$ cat config.mk
export PLATFORM = sky130hd
export DESIGN_NAME = sprite_move_scheduler
export DESIGN_NICKNAME = d
export VERILOG_FILES = /design/src/rtl/pacman_pkg.sv /design/src/rtl/ghost_tick_divider.sv /design/src/rtl/sprite_move_scheduler.sv
export SDC_FILE = /design/constraint.sdc
export NUM_CORES = 1
export LEC_CHECK = 0
export CORE_UTILIZATION = 42
export CTS_CLUSTER_DIAMETER = 120
export CTS_CLUSTER_SIZE = 20
export DETAILED_ROUTE_END_ITERATION = 12
export GPL_ROUTABILITY_DRIVEN = 1
export HOLD_SLACK_MARGIN = 0.15
export PLACE_DENSITY_LB_ADDON = 0.15
export REMOVE_ABC_BUFFERS = 1
export SYNTH_ARGS = -nofsm -noshare
export SYNTH_HDL_FRONTEND = slang
export SYNTH_HIERARCHICAL = 1
export SYNTH_SLANG_ARGS = --single-unit
$ cat constraint.sdc
create_clock -name clk -period 3.6 [get_ports clk]
set_input_delay 0.36 -clock clk [delete_from_list [all_inputs] [get_ports clk]]
set_output_delay 0.36 -clock clk [all_outputs]
set_load 0.005 [all_outputs]
$ cat src/rtl/pacman_pkg.sv
// Shared constants for the maze game datapath: sprite indices, direction
// encodings, coordinate widths and sprite home positions.
package pacman_pkg;

  localparam int unsigned X_W         = 11;
  localparam int unsigned Y_W         = 10;
  localparam int unsigned DIR_W       = 4;
  localparam int unsigned SPRITE_W    = 3;
  localparam int unsigned NUM_SPRITES = 5;

  localparam int unsigned PACMAN = 0;
  localparam int unsigned BLINKY = 1;
  localparam int unsigned PINKY  = 2;
  localparam int unsigned INKY   = 3;
  localparam int unsigned CLYDE  = 4;

  localparam logic [DIR_W-1:0] RIGHT = 4'b0001;
  localparam logic [DIR_W-1:0] UP    = 4'b0010;
  localparam logic [DIR_W-1:0] DOWN  = 4'b0100;
  localparam logic [DIR_W-1:0] LEFT  = 4'b1000;

  localparam int unsigned RST_PACMAN_X = 1367;
  localparam int unsigned RST_PACMAN_Y = 306;
  localparam int unsigned RST_BLINKY_X = 1399;
  localparam int unsigned RST_BLINKY_Y = 130;
  localparam int unsigned RST_PINKY_X  = 439;
  localparam int unsigned RST_PINKY_Y  = 434;
  localparam int unsigned RST_INKY_X   = 1031;
  localparam int unsigned RST_INKY_Y   = 402;
  localparam int unsigned RST_CLYDE_X  = 1415;
  localparam int unsigned RST_CLYDE_Y  = 66;

endpackage

$ cat src/rtl/ghost_tick_divider.sv
// Counts accepted game ticks and flags the ticks on which the ghosts move.
module ghost_tick_divider #(
  parameter int unsigned GHOST_PERIOD = 2
) (
  input  logic clk,
  input  logic rst,
  input  logic tick,
  output logic ghost_go_c
);

  localparam int unsigned CNT_W = 4;

  logic [CNT_W-1:0] cnt_q;

  assign ghost_go_c = (cnt_q == CNT_W'(GHOST_PERIOD - 1));

  always_ff @(posedge clk) begin
    if (rst) begin
      cnt_q <= '0;
    end else if (tick) begin
      cnt_q <= ghost_go_c ? '0 : cnt_q + CNT_W'(1);
    end
  end

endmodule

$ cat src/rtl/sprite_move_scheduler.sv
// Shares one position-update unit across all sprites: snapshots directions on
// a game tick, issues sprites in order and keeps the authoritative positions.
module sprite_move_scheduler
  import pacman_pkg::*;
#(
  parameter int unsigned UPD_LATENCY  = 1,
  parameter int unsigned GHOST_PERIOD = 2,
  parameter int unsigned PACMAN_RST_X = RST_PACMAN_X,
  parameter int unsigned PACMAN_RST_Y = RST_PACMAN_Y,
  parameter int unsigned BLINKY_RST_X = RST_BLINKY_X,
  parameter int unsigned BLINKY_RST_Y = RST_BLINKY_Y,
  parameter int unsigned PINKY_RST_X  = RST_PINKY_X,
  parameter int unsigned PINKY_RST_Y  = RST_PINKY_Y,
  parameter int unsigned INKY_RST_X   = RST_INKY_X,
  parameter int unsigned INKY_RST_Y   = RST_INKY_Y,
  parameter int unsigned CLYDE_RST_X  = RST_CLYDE_X,
  parameter int unsigned CLYDE_RST_Y  = RST_CLYDE_Y
) (
  input  logic                                 clk,
  input  logic                                 rst,
  input  logic                                 game_tick,
  input  logic [DIR_W-1:0]                     pacman_dir,
  input  logic [DIR_W*(NUM_SPRITES-1)-1:0]     ghost_dir,
  output logic [X_W-1:0]                       upd_cur_x,
  output logic [Y_W-1:0]                       upd_cur_y,
  output logic [DIR_W-1:0]                     upd_dir,
  output logic [SPRITE_W-1:0]                  upd_sprite,
  input  logic [X_W-1:0]                       upd_new_x,
  input  logic [Y_W-1:0]                       upd_new_y,
  output logic [X_W*NUM_SPRITES-1:0]           pos_x,
  output logic [Y_W*NUM_SPRITES-1:0]           pos_y,
  output logic                                 busy,
  output logic                                 frame_done,
  output logic                                 tick_overrun
);

  localparam int unsigned LAT_W   = 3;
  localparam int unsigned GDIR_W  = DIR_W * (NUM_SPRITES - 1);

  typedef enum logic [1:0] {IDLE, ISSUE, WAIT, DONE} state_t;

  state_t              state_q, state_d;
  logic [SPRITE_W-1:0] slot_q, slot_d;
  logic [LAT_W-1:0]    wait_q, wait_d;
  logic                go_q, go_d;
  logic [DIR_W-1:0]    pac_dir_q, pac_dir_d;
  logic [GDIR_W-1:0]   ghost_dir_q, ghost_dir_d;
  logic                tick_accept_c;
  logic                capture_c;
  logic                ghost_go_c;
  logic [DIR_W-1:0]    issue_dir_c;

  logic [X_W-1:0] pos_x_q [NUM_SPRITES];
  logic [Y_W-1:0] pos_y_q [NUM_SPRITES];

  ghost_tick_divider #(
    .GHOST_PERIOD (GHOST_PERIOD)
  ) u_ghost_div (
    .clk        (clk),
    .rst        (rst),
    .tick       (tick_accept_c),
    .ghost_go_c (ghost_go_c)
  );

  always_ff @(posedge clk) begin
    if (rst) begin
      state_q <= IDLE;
    end else begin
      state_q <= state_d;
    end
  end

  // Next state, slot sequencing and direction snapshot.
  always_comb begin
    state_d       = state_q;
    slot_d        = slot_q;
    wait_d        = wait_q;
    go_d          = go_q;
    pac_dir_d     = pac_dir_q;
    ghost_dir_d   = ghost_dir_q;
    tick_accept_c = 1'b0;
    capture_c     = 1'b0;
    case (state_q)
      IDLE: begin
        if (game_tick) begin
          tick_accept_c = 1'b1;
          pac_dir_d     = pacman_dir;
          ghost_dir_d   = ghost_dir;
          go_d          = ghost_go_c;
          slot_d        = '0;
          state_d       = ISSUE;
        end
      end
      ISSUE: begin
        wait_d  = LAT_W'(UPD_LATENCY);
        state_d = WAIT;
      end
      WAIT: begin
        wait_d = wait_q - LAT_W'(1);
        if (wait_q == LAT_W'(1)) begin
          capture_c = 1'b1;
          if (go_q && (slot_q != SPRITE_W'(CLYDE))) begin
            slot_d  = slot_q + SPRITE_W'(1);
            state_d = ISSUE;
          end else begin
            state_d = DONE;
          end
        end
      end
      DONE: begin
        state_d = IDLE;
      end
      default: begin
        state_d = IDLE;
      end
    endcase
  end

  // Direction of the sprite about to be issued, taken from the (new) snapshot.
  always_comb begin
    issue_dir_c = pac_dir_d;
    case (slot_d)
      SPRITE_W'(BLINKY): issue_dir_c = ghost_dir_d[0*DIR_W +: DIR_W];
      SPRITE_W'(PINKY):  issue_dir_c = ghost_dir_d[1*DIR_W +: DIR_W];
      SPRITE_W'(INKY):   issue_dir_c = ghost_dir_d[2*DIR_W +: DIR_W];
      SPRITE_W'(CLYDE):  issue_dir_c = ghost_dir_d[3*DIR_W +: DIR_W];
      default:           issue_dir_c = pac_dir_d;
    endcase
  end

  always_ff @(posedge clk) begin
    if (rst) begin
      slot_q      <= '0;
      wait_q      <= '0;
      go_q        <= 1'b0;
      pac_dir_q   <= '0;
      ghost_dir_q <= '0;
    end else begin
      slot_q      <= slot_d;
      wait_q      <= wait_d;
      go_q        <= go_d;
      pac_dir_q   <= pac_dir_d;
      ghost_dir_q <= ghost_dir_d;
    end
  end

  // Position file, update-unit drive registers and status flags.
  always_ff @(posedge clk) begin
    if (rst) begin
      pos_x_q[PACMAN] <= X_W'(PACMAN_RST_X);
      pos_y_q[PACMAN] <= Y_W'(PACMAN_RST_Y);
      pos_x_q[BLINKY] <= X_W'(BLINKY_RST_X);
      pos_y_q[BLINKY] <= Y_W'(BLINKY_RST_Y);
      pos_x_q[PINKY]  <= X_W'(PINKY_RST_X);
      pos_y_q[PINKY]  <= Y_W'(PINKY_RST_Y);
      pos_x_q[INKY]   <= X_W'(INKY_RST_X);
      pos_y_q[INKY]   <= Y_W'(INKY_RST_Y);
      pos_x_q[CLYDE]  <= X_W'(CLYDE_RST_X);
      pos_y_q[CLYDE]  <= Y_W'(CLYDE_RST_Y);
      upd_cur_x       <= '0;
      upd_cur_y       <= '0;
      upd_dir         <= '0;
      upd_sprite      <= '0;
      busy            <= 1'b0;
      frame_done      <= 1'b0;
      tick_overrun    <= 1'b0;
    end else begin
      if (capture_c) begin
        pos_x_q[slot_q] <= upd_new_x;
        pos_y_q[slot_q] <= upd_new_y;
      end
      if (state_d == ISSUE) begin
        upd_sprite <= slot_d;
        upd_cur_x  <= pos_x_q[slot_d];
        upd_cur_y  <= pos_y_q[slot_d];
        upd_dir    <= issue_dir_c;
      end
      busy       <= (state_d != IDLE);
      frame_done <= (state_d == DONE);
      if (game_tick && (state_q != IDLE)) begin
        tick_overrun <= 1'b1;
      end
    end
  end

  always_comb begin
    for (int s = 0; s < NUM_SPRITES; s++) begin
      pos_x[s*X_W +: X_W] = pos_x_q[s];
      pos_y[s*Y_W +: Y_W] = pos_y_q[s];
    end
  end

endmodule

* Word-level counts from Yosys, hierarchy flattened
Memories as Yosys holds them, arrays and structs flattened. A register that Yosys moved wholly into a read port is not among the register bits.
Index checks and enable logic that the tools add are counted.
W data, S select, Z words.
** Word-level totals
- Bits in writable memories :: 105
- Output and inout port bits :: 136
- Logic and storage cells :: 68
- Input port bits :: 44
- Memories :: 2
- Bits in registers :: 43
** Cells by class
- Muxes and demuxes :: 30
- Add/subtract/negate cells :: 3
- Reductions and logical operators :: 9
- Equal/unequal tests :: 12
** Memory list
- pos_x_q :: words 5, bits a word 11, rd ports 6, clocked after memory_dff 1, wr ports 5, RTL line sprite_move_scheduler.sv:53 : logic [X_W-1:0] pos_x_q [NUM_SPRITES];
- pos_y_q :: words 5, bits a word 10, rd ports 6, clocked after memory_dff 1, wr ports 5, RTL line sprite_move_scheduler.sv:54 : logic [Y_W-1:0] pos_y_q [NUM_SPRITES];
** Operators with widths (count)
- $mux W16 :: 2
- $pmux W4 S4 :: 1
- $mux W3 :: 5
- $mux W4 :: 3
- $pmux W3 S2 :: 2
- $mux W1 :: 11
- $mux W11 :: 1
- $reduce_or A11 Y1 :: 1
- $mux W10 :: 1
- $reduce_or A10 Y1 :: 1
- $pmux W2 S4 :: 1
- $eq A2 B2 Y1 const B :: 3
- $eq A3 B1 Y1 const B :: 2
- $eq A3 B2 Y1 const B :: 2
- $mux W2 :: 3
- $reduce_bool A2 Y1 :: 3
- $add A4 B1 Y4 const B :: 1
- $eq A2 B1 Y1 const B :: 2
- $eq A4 B1 Y1 const B :: 1
- $add A3 B1 Y3 const B :: 1
- $eq A3 B3 Y1 const B :: 1
- $ne A3 B3 Y1 const B :: 1
- $sub A3 B1 Y3 const B :: 1
- $logic_and A1 B1 Y1 :: 2
- other kinds (2) :: 2

* Depth between registers and ports, before layout
Gate-level depths: netlist of the first run.
- Word-level depth :: 8
- Depth in mapped cells :: 10
- Gate-level depth less buffers :: 8

* Hierarchy
Netlist of the first run, hierarchy kept.
** Modules (own cells, without submodules)
- sprite_move_scheduler :: times used 1, area each 9819.4 µm², cells each 755, sequential area each 6246.0 µm²
- ghost_tick_divider :: times used 1, area each 160.2 µm², cells each 18, sequential area each 80.1 µm²

* Worst setup path before layout of the first run
Ideal clock, no wire load.
- Kind :: reg-to-reg
- Start point :: register state_q[0]
- End point :: memory pos_x_q[6][0], enable pin
- Cell stages (with the launch flop) :: 9
- Slack :: 0.827 ns
- Data required time :: 3.201 ns
- Arrival time :: 2.374 ns
- Period minus slack after synthesis :: 2.773 ns
- Library setup time :: 0.399 ns
- Buffers on the path :: 2
- Cells stage by stage :: dfxtp_1 > inv_1 > ha_1 > buf_2 > inv_2 > nor3b_1 > nand2_1 > clkbuf_1 > nor2_1
** RTL lines
- start, declared :: RTL line sprite_move_scheduler.sv:42 : state_t state_q, state_d;
- start signal, assigned :: RTL line sprite_move_scheduler.sv:69 : state_q <= state_d;
- end, declared :: RTL line sprite_move_scheduler.sv:53

* Worst setup path in the final report of the first run
- Start point :: register state_q[0]
- End point :: register upd_cur_y[3] (read register of pos_y_q)
** Between the ends
- Word-level cells in the longest chain between the ends :: 3
** RTL lines
- $eq A2 B2 Y1, or another cell as far along :: RTL line sprite_move_scheduler.sv:83 : case (state_q)
- $pmux W2 S4 :: RTL line sprite_move_scheduler.sv:83
- $eq A2 B1 Y1 :: RTL line sprite_move_scheduler.sv:172 : if (state_d == ISSUE) begin
- end, declared :: RTL line sprite_move_scheduler.sv:25 : output logic [Y_W-1:0] upd_cur_y,
Several ways; a longest one is shown, not always the timed one.
A chain may end at the register's enable or synchronous reset.

==> reports/metrics.yaml, run 1 <==
yosys.area.top_type: "edfxtp_1"
arrival_ns: 3.37
via_per_inst: 5.27
pwr-share-comb_pct: 22.7
grt.overflow.total: 0
period_share_pct: 82.8
pwr-share-clk_pct: 26.7
grt_max_degree: 43
nets: 1006
setup_viol: 0
p_total_mw: 6.31
cts_inserted_buffers: 15
cts-root-buf: "clkbuf_16"
antenna_found_initial: 0
switching_power_mw: 1.77
layoutNonFillerInstCount: 1284
fp.dieW_um: 156
dp_cells: 1258
drc: 0
synth-seq-cells: 232
async_reset_ff_share_pct: 0
drtIter0Drc: 477
dr_total_vias: 6761
hold_buffers: 0
ys.flop_type: "edfxtp_1"
cts.repair.resized: 0
initial_core_util_pct: 42.6
port_buffers: 179
ant_nets: 0
status: "finished, final reports clean"
synth_warnings: 6
cp-start-kind: "flip-flop"
required_ns: 3.99
tightest_slew_ns: 1.11
crit_fanout: 26
hpwl_mm: 17.8
syn2layout_area_growth_pct: 27.2
clkLatencyLatePin_ns: 0.50
slew_headroom_pct: 26.1
synth_edf_count: 168
first_global_vias: 6569
switching_share_pct: 28.1
path_class: "flip-flop to flip-flop"
timing.hold.ws_ns: 0.469
holdCritPathClass: "flip-flop to flip-flop"
synth.distinct_cells: 61
yosysTopAreaCellShare_pct: 50.6
clkTransAtPathRegs_ns: 0.08
intPower_mw: 4.54
clock_skew_ns: 0.0161
wl_mm: 27.0
avgSynthCellArea_um2: 12.9
drv_slew: 0
ys_seq_area_share_pct: 63.4
netlist_instances: 773
cts_sinks: 232
min_period_ns: 2.98
synth_area_mm2: 0.00998
post_cts_buffers: 0
finalSetupTns_ns: 0
cts_tree: "built"
htree_levels: 1
clock.fmax_ghz: 0.336
drv_cap: 0
vdd_drop_max_v: 0.000308
power.leakage_nw: 4.78
num_antenna_cells: 0
num_rows: 56
gr-usage-all-layers_pct: 22.1
powerDensity_mw_per_mm2: 497
gp_congestion: 0.796
clock_tree.buffer_depth: 3
cp-end-kind: "flip-flop"
grt_pass1_wl_mm: 40.2
drive_gt1_share_pct: 7.56
core-area_mm2: 0.0234
seq_power_share_pct: 50.6
ios: 180
die_h_um: 156
fill_cells: 2015
grt_setup_unrepaired: "false"
dieArea_mm2: 0.0244
drt-pass1-iter-count: 5
yosys-top-cells-area: "edfxtp_1, dfxtp_1, mux2i_1"
hold_viol: 0
avgRoutedWirePerCell_um: 21.0
[layout by cell type (no fill, tap or decap), drive strengths merged, types with 2 or more instances in the layout]
cell type      count
a311oi             2
o31ai              4
a21oi             35
clkdlybuf4s50    179
buf               29
inv               11
nor2              44
nor2b              2
o2bb2ai           21
a211oi             5
nand2b            23
dfxtp             64
ha                 6
clkbuf            24
xor2               2
o31a               2
a211o             21
nand3             11
nor3               7
mux2i            106
and2              60
nand2             68
or2                6
and3               2
or3               31
nand4              6
edfxtp           168
o21ai              6
[area by class of cell]
class / count / area (um2) / share of cell area, %
Clock buffer: 24 / 409 / 3.22
Clock inverter: 2 / 17.5 / 0.138
Inverter: 9 / 33.8 / 0.266
Multi-Input combinational cell: 490 / 3460 / 27.3
Sequential cell: 232 / 6330 / 49.8
Tap cell: 319 / 399 / 3.14
Timing Repair Buffer: 208 / 2050 / 16.1
[worst paths after layout]
kind | cells after the start | slack (ns) | endpoint | startpoint
worst max register to register | 9 | 0.62 | upd_cur_y[3]$_SDFFE_PP0N_ | state_q[0]$_SDFF_PP0_
worst min-delay path | 2 | 0.47 | upd_dir[3]$_SDFFE_PP0N_ | upd_dir[3]$_SDFFE_PP0N_
worst max-delay path | 9 | 0.62 | upd_cur_y[3]$_SDFFE_PP0N_ | state_q[0]$_SDFF_PP0_
worst min register to register | 2 | 0.47 | upd_dir[3]$_SDFFE_PP0N_ | upd_dir[3]$_SDFFE_PP0N_
[power groups by stage]
stage	clock network [mW]	registers (mW)	logic, mW
6_report	1.68	3.19	1.43
5_1_grt	1.81	3.22	1.56
4_1_cts	1.72	3.20	1.44
3_5_place_dp	0	3.25	1.44
3_3_place_gp	0	3.25	1.42
2_1_floorplan	0	3.23	0.783
[per-stage QoR]
stage | setup slack (ns) | cell area (um2) | utilization (%)
floorplan | -0.453 | 9770 | -
global placement | 0.725 | 12300 | 52.4
detailed placement | 0.653 | 12300 | 52.4
CTS | 0.631 | 12700 | 54.2
global route | 0.378 | 12700 | 54.2
finish | 0.619 | 12700 | 54.2
[critical path, cell delays in order, from the launching register on]
cell	delay (ns)
dfxtp_1	0.32
inv_1	0.15
ha_1	0.52
mux2i_1	0.24
a21oi_1	0.27
and3_4	0.53
buf_4	0.28
mux2i_1	0.22
o2bb2ai_1	0.08
a211o_1	0.27
[routing by layer]
layer / part of all wire, % / wire [um] / GRT usage, %
met3: 5.5 / 1490 / 3.36
met2: 47 / 12600 / 35.8
met4: 1.5 / 415 / 4.15
met1: 46 / 12500 / 31.5
met5: 0 / 0 / 0
[registers in the layout, indices dropped and copies added (netlist names), 2 cells and up]
name               count
upd_cur_y             10
upd_dir                4
u_ghost_div/cnt_q      4
upd_sprite             3
ghost_dir_q           16
slot_q                 3
state_q                2
pos_y_q               80
pac_dir_q              4
wait_q                 3
pos_x_q               88
upd_cur_x             11
[synth_stat cells, drive strengths merged, types with 2 or more instances]
cell type	n
nor2	44
a311oi	2
o31ai	4
a211o	21
nand4	6
ha	6
nand2b	23
a21oi	35
or2	6
o31a	2
edfxtp	168
o2bb2ai	21
clkbuf	21
inv	9
and3	2
or3	31
xor2	2
mux2i	106
a211oi	5
buf	21
nand2	68
nand3	11
nor3	7
nor2b	2
and2	60
o21ai	6
dfxtp	64
[kinds of logic (layout without fill, tap and decap cells)]
logic type      after synthesis  after routing  synth area share, %
compound gates              105            105                 7.91
xor+xnor                      3              3                0.263
fa+ha+maj                     6              6                0.752
buf+inv                      51            243                 2.42
flops                       232            232                 63.4
mux                         107            107                 10.7
simple gates                269            269                 14.5
Note: power is estimated with default switching activity, not from simulation.
==> run 2, diff against run 1 <==
==> constraint.sdc (replaced) <==
create_clock -name clk -period 3.1 [get_ports clk]
set_input_delay 0.31 -clock clk [delete_from_list [all_inputs] [get_ports clk]]
set_output_delay 0.31 -clock clk [all_outputs]
set_load 0.005 [all_outputs]
==> reports/metrics.yaml, run 2 (synthesis results as in run 1) <==
ios: 180
clkTransAtPathRegs_ns: 0.08
core-area_mm2: 0.0234
cp_slowest_cell: "nand4_2"
cp-end-kind: "flip-flop"
crit_fanout: 11
cts_sinks: 232
switching_share_pct: 28.1
crit_path_cell_trace: "inv_1, ha_1, mux2i_1, nand4bb_1, and2_1, nand4_2, o2bb2ai_1, a211o_1"
num_rows: 56
reg_top3: "pos_x_q: 88 flops, pos_y_q: 80 flops, ghost_dir_q: 16 flops"
clock.fmax_ghz: 0.358
power.leakage_nw: 4.86
ant_nets: 0
largest_reg_flops: 88
final_cell_mix: "clkdlybuf4s50_1, edfxtp_1, mux2i_1"
crit_start: "state_q[0]$_SDFF_PP0_"
drv_cap: 0
seq_power_share_pct: 50.1
tightest_slew_ns: 1.10
cts-root-buf: "clkbuf_16"
gr-usage-all-layers_pct: 22.7
cp-start-kind: "flip-flop"
dieArea_mm2: 0.0244
hpwl_mm: 18.2
avgRoutedWirePerCell_um: 21.2
drtIter0Drc: 545
required_ns: 3.55
clock_tree.buffer_depth: 3
final_common_cell: "clkdlybuf4s50_1"
fill_cells: 2010
slowest_delay_ns: 0.49
syn2layout_area_growth_pct: 28.9
clock_skew_ns: 0.0319
drive_gt1_share_pct: 8.71
r2r_end: "upd_cur_y[3]$_SDFFE_PP0N_"
pwr-share-clk_pct: 26.5
fp.dieW_um: 156
cts_inserted_buffers: 15
hold_viol: 0
port_buffers: 179
min_path_cells: 2
drv_slew: 0
cp_top_family: "simple AND/OR/NAND/NOR gates"
grt_setup_unrepaired: "false"
cts_tree: "built"
pwr-share-comb_pct: 23.4
via_per_inst: 5.26
gp_congestion: 0.775
p_total_mw: 7.39
die_h_um: 156
min_period_ns: 2.79
grt.overflow.total: 0
reg2regPathDepth: 8
intPower_mw: 5.31
antenna_found_initial: 0
slew_headroom_pct: 26.2
arrival_ns: 3.24
clkLatencyLatePin_ns: 0.50
r2r_slack_ns: 0.31
htree_levels: 1
timing.hold.ws_ns: 0.459
period_share_pct: 90.0
cp.depth: 8
crit-reg2reg-launch: "state_q[0]$_SDFF_PP0_"
top_register: "pos_x_q"
num_antenna_cells: 0
status: "finished, final reports clean"
grt_pass1_wl_mm: 41.1
path_buf_inv: 1
wl_mm: 27.5
layoutNonFillerInstCount: 1295
dp_cells: 1269
setup_slack_ns: 0.309
dr_total_vias: 6816
first_global_vias: 6717
path_class: "flip-flop to flip-flop"
initial_core_util_pct: 42.6
vdd_drop_max_v: 0.000322
holdCritPathClass: "flip-flop to flip-flop"
switching_power_mw: 2.08
place_ws_ns: 0.248
nets: 1017
grt_max_degree: 28
setup_viol: 0
finalSetupTns_ns: 0
crit_end: "upd_cur_y[3]$_SDFFE_PP0N_"
drt-pass1-iter-count: 5
powerDensity_mw_per_mm2: 574
post_cts_buffers: 0
drc: 0
==> run 2: repair_timing <==
action | CTS | global route
resized for setup | 0 | 1
setup endpoints to repair | 0 | 3
hold buffers | 0 | 0
==> run 2: through the flow <==
step	utilization (%)	instance area (um2)
after floorplan	-	9770
after global placement	53.1	12400
after detailed placement	53.1	12400
after CTS	55.0	12900
after global routing	55.0	12900
final	55.0	12900
==> run 2: metal layers <==
metal | track usage, % | up-vias | part of all wire, % | wire length, um
met5 | 0 | - | 0 | 0
met4 | 4.53 | 0 | 1.2 | 341
met3 | 3.75 | 24 | 6.8 | 1880
met2 | 37.0 | 216 | 47 | 12800
met1 | 31.8 | 3363 | 45 | 12500
li1 | - | 3213 | - | -
==> run 2: power groups by stage <==
stage,combinational [mW],sequential (mW),clock (mW)
3_3_place_gp,1.70,3.78,0
5_1_grt,1.90,3.73,2.09
6_report,1.73,3.70,1.96
2_1_floorplan,0.909,3.76,0
3_5_place_dp,1.73,3.77,0
4_1_cts,1.74,3.70,2.00
==> run 2: layout make-up <==
type	count	area (um2)	area share (%)
inverters	9	33.8	0.263
well taps	319	399	3.10
clock inverters	2	17.5	0.136
multi-input cells	490	3460	26.9
flip-flops and latches	232	6330	49.2
repair buffers	219	2220	17.2
clock buffers	24	409	3.18
==> run 2: how the worst min path moves through the flow <==
| stage | slack (ns) | from | end |
|---|---|---|---|
| global route | 0.48 | ghost_dir[13] | ghost_dir_q[13]$_SDFF_PP0_ |
| detailed placement | 0.45 | upd_dir[0]$_SDFFE_PP0N_ | upd_dir[0]$_SDFFE_PP0N_ |
| floorplan | 0.38 | rst | go_q$_SDFFE_PP0P_ |
| CTS | 0.46 | upd_dir[0]$_SDFFE_PP0N_ | upd_dir[0]$_SDFFE_PP0N_ |
| finish | 0.46 | upd_dir[0]$_SDFFE_PP0N_ | upd_dir[0]$_SDFFE_PP0N_ |
| global placement | 0.44 | upd_dir[3]$_SDFFE_PP0N_ | upd_dir[3]$_SDFFE_PP0N_ |
==> run 2: tightest hold or removal path: stages (launching register included) <==
cell and delay [ns]:
dfxtp_1 0.32, nand2_1 0.05, o31ai_1 0.05
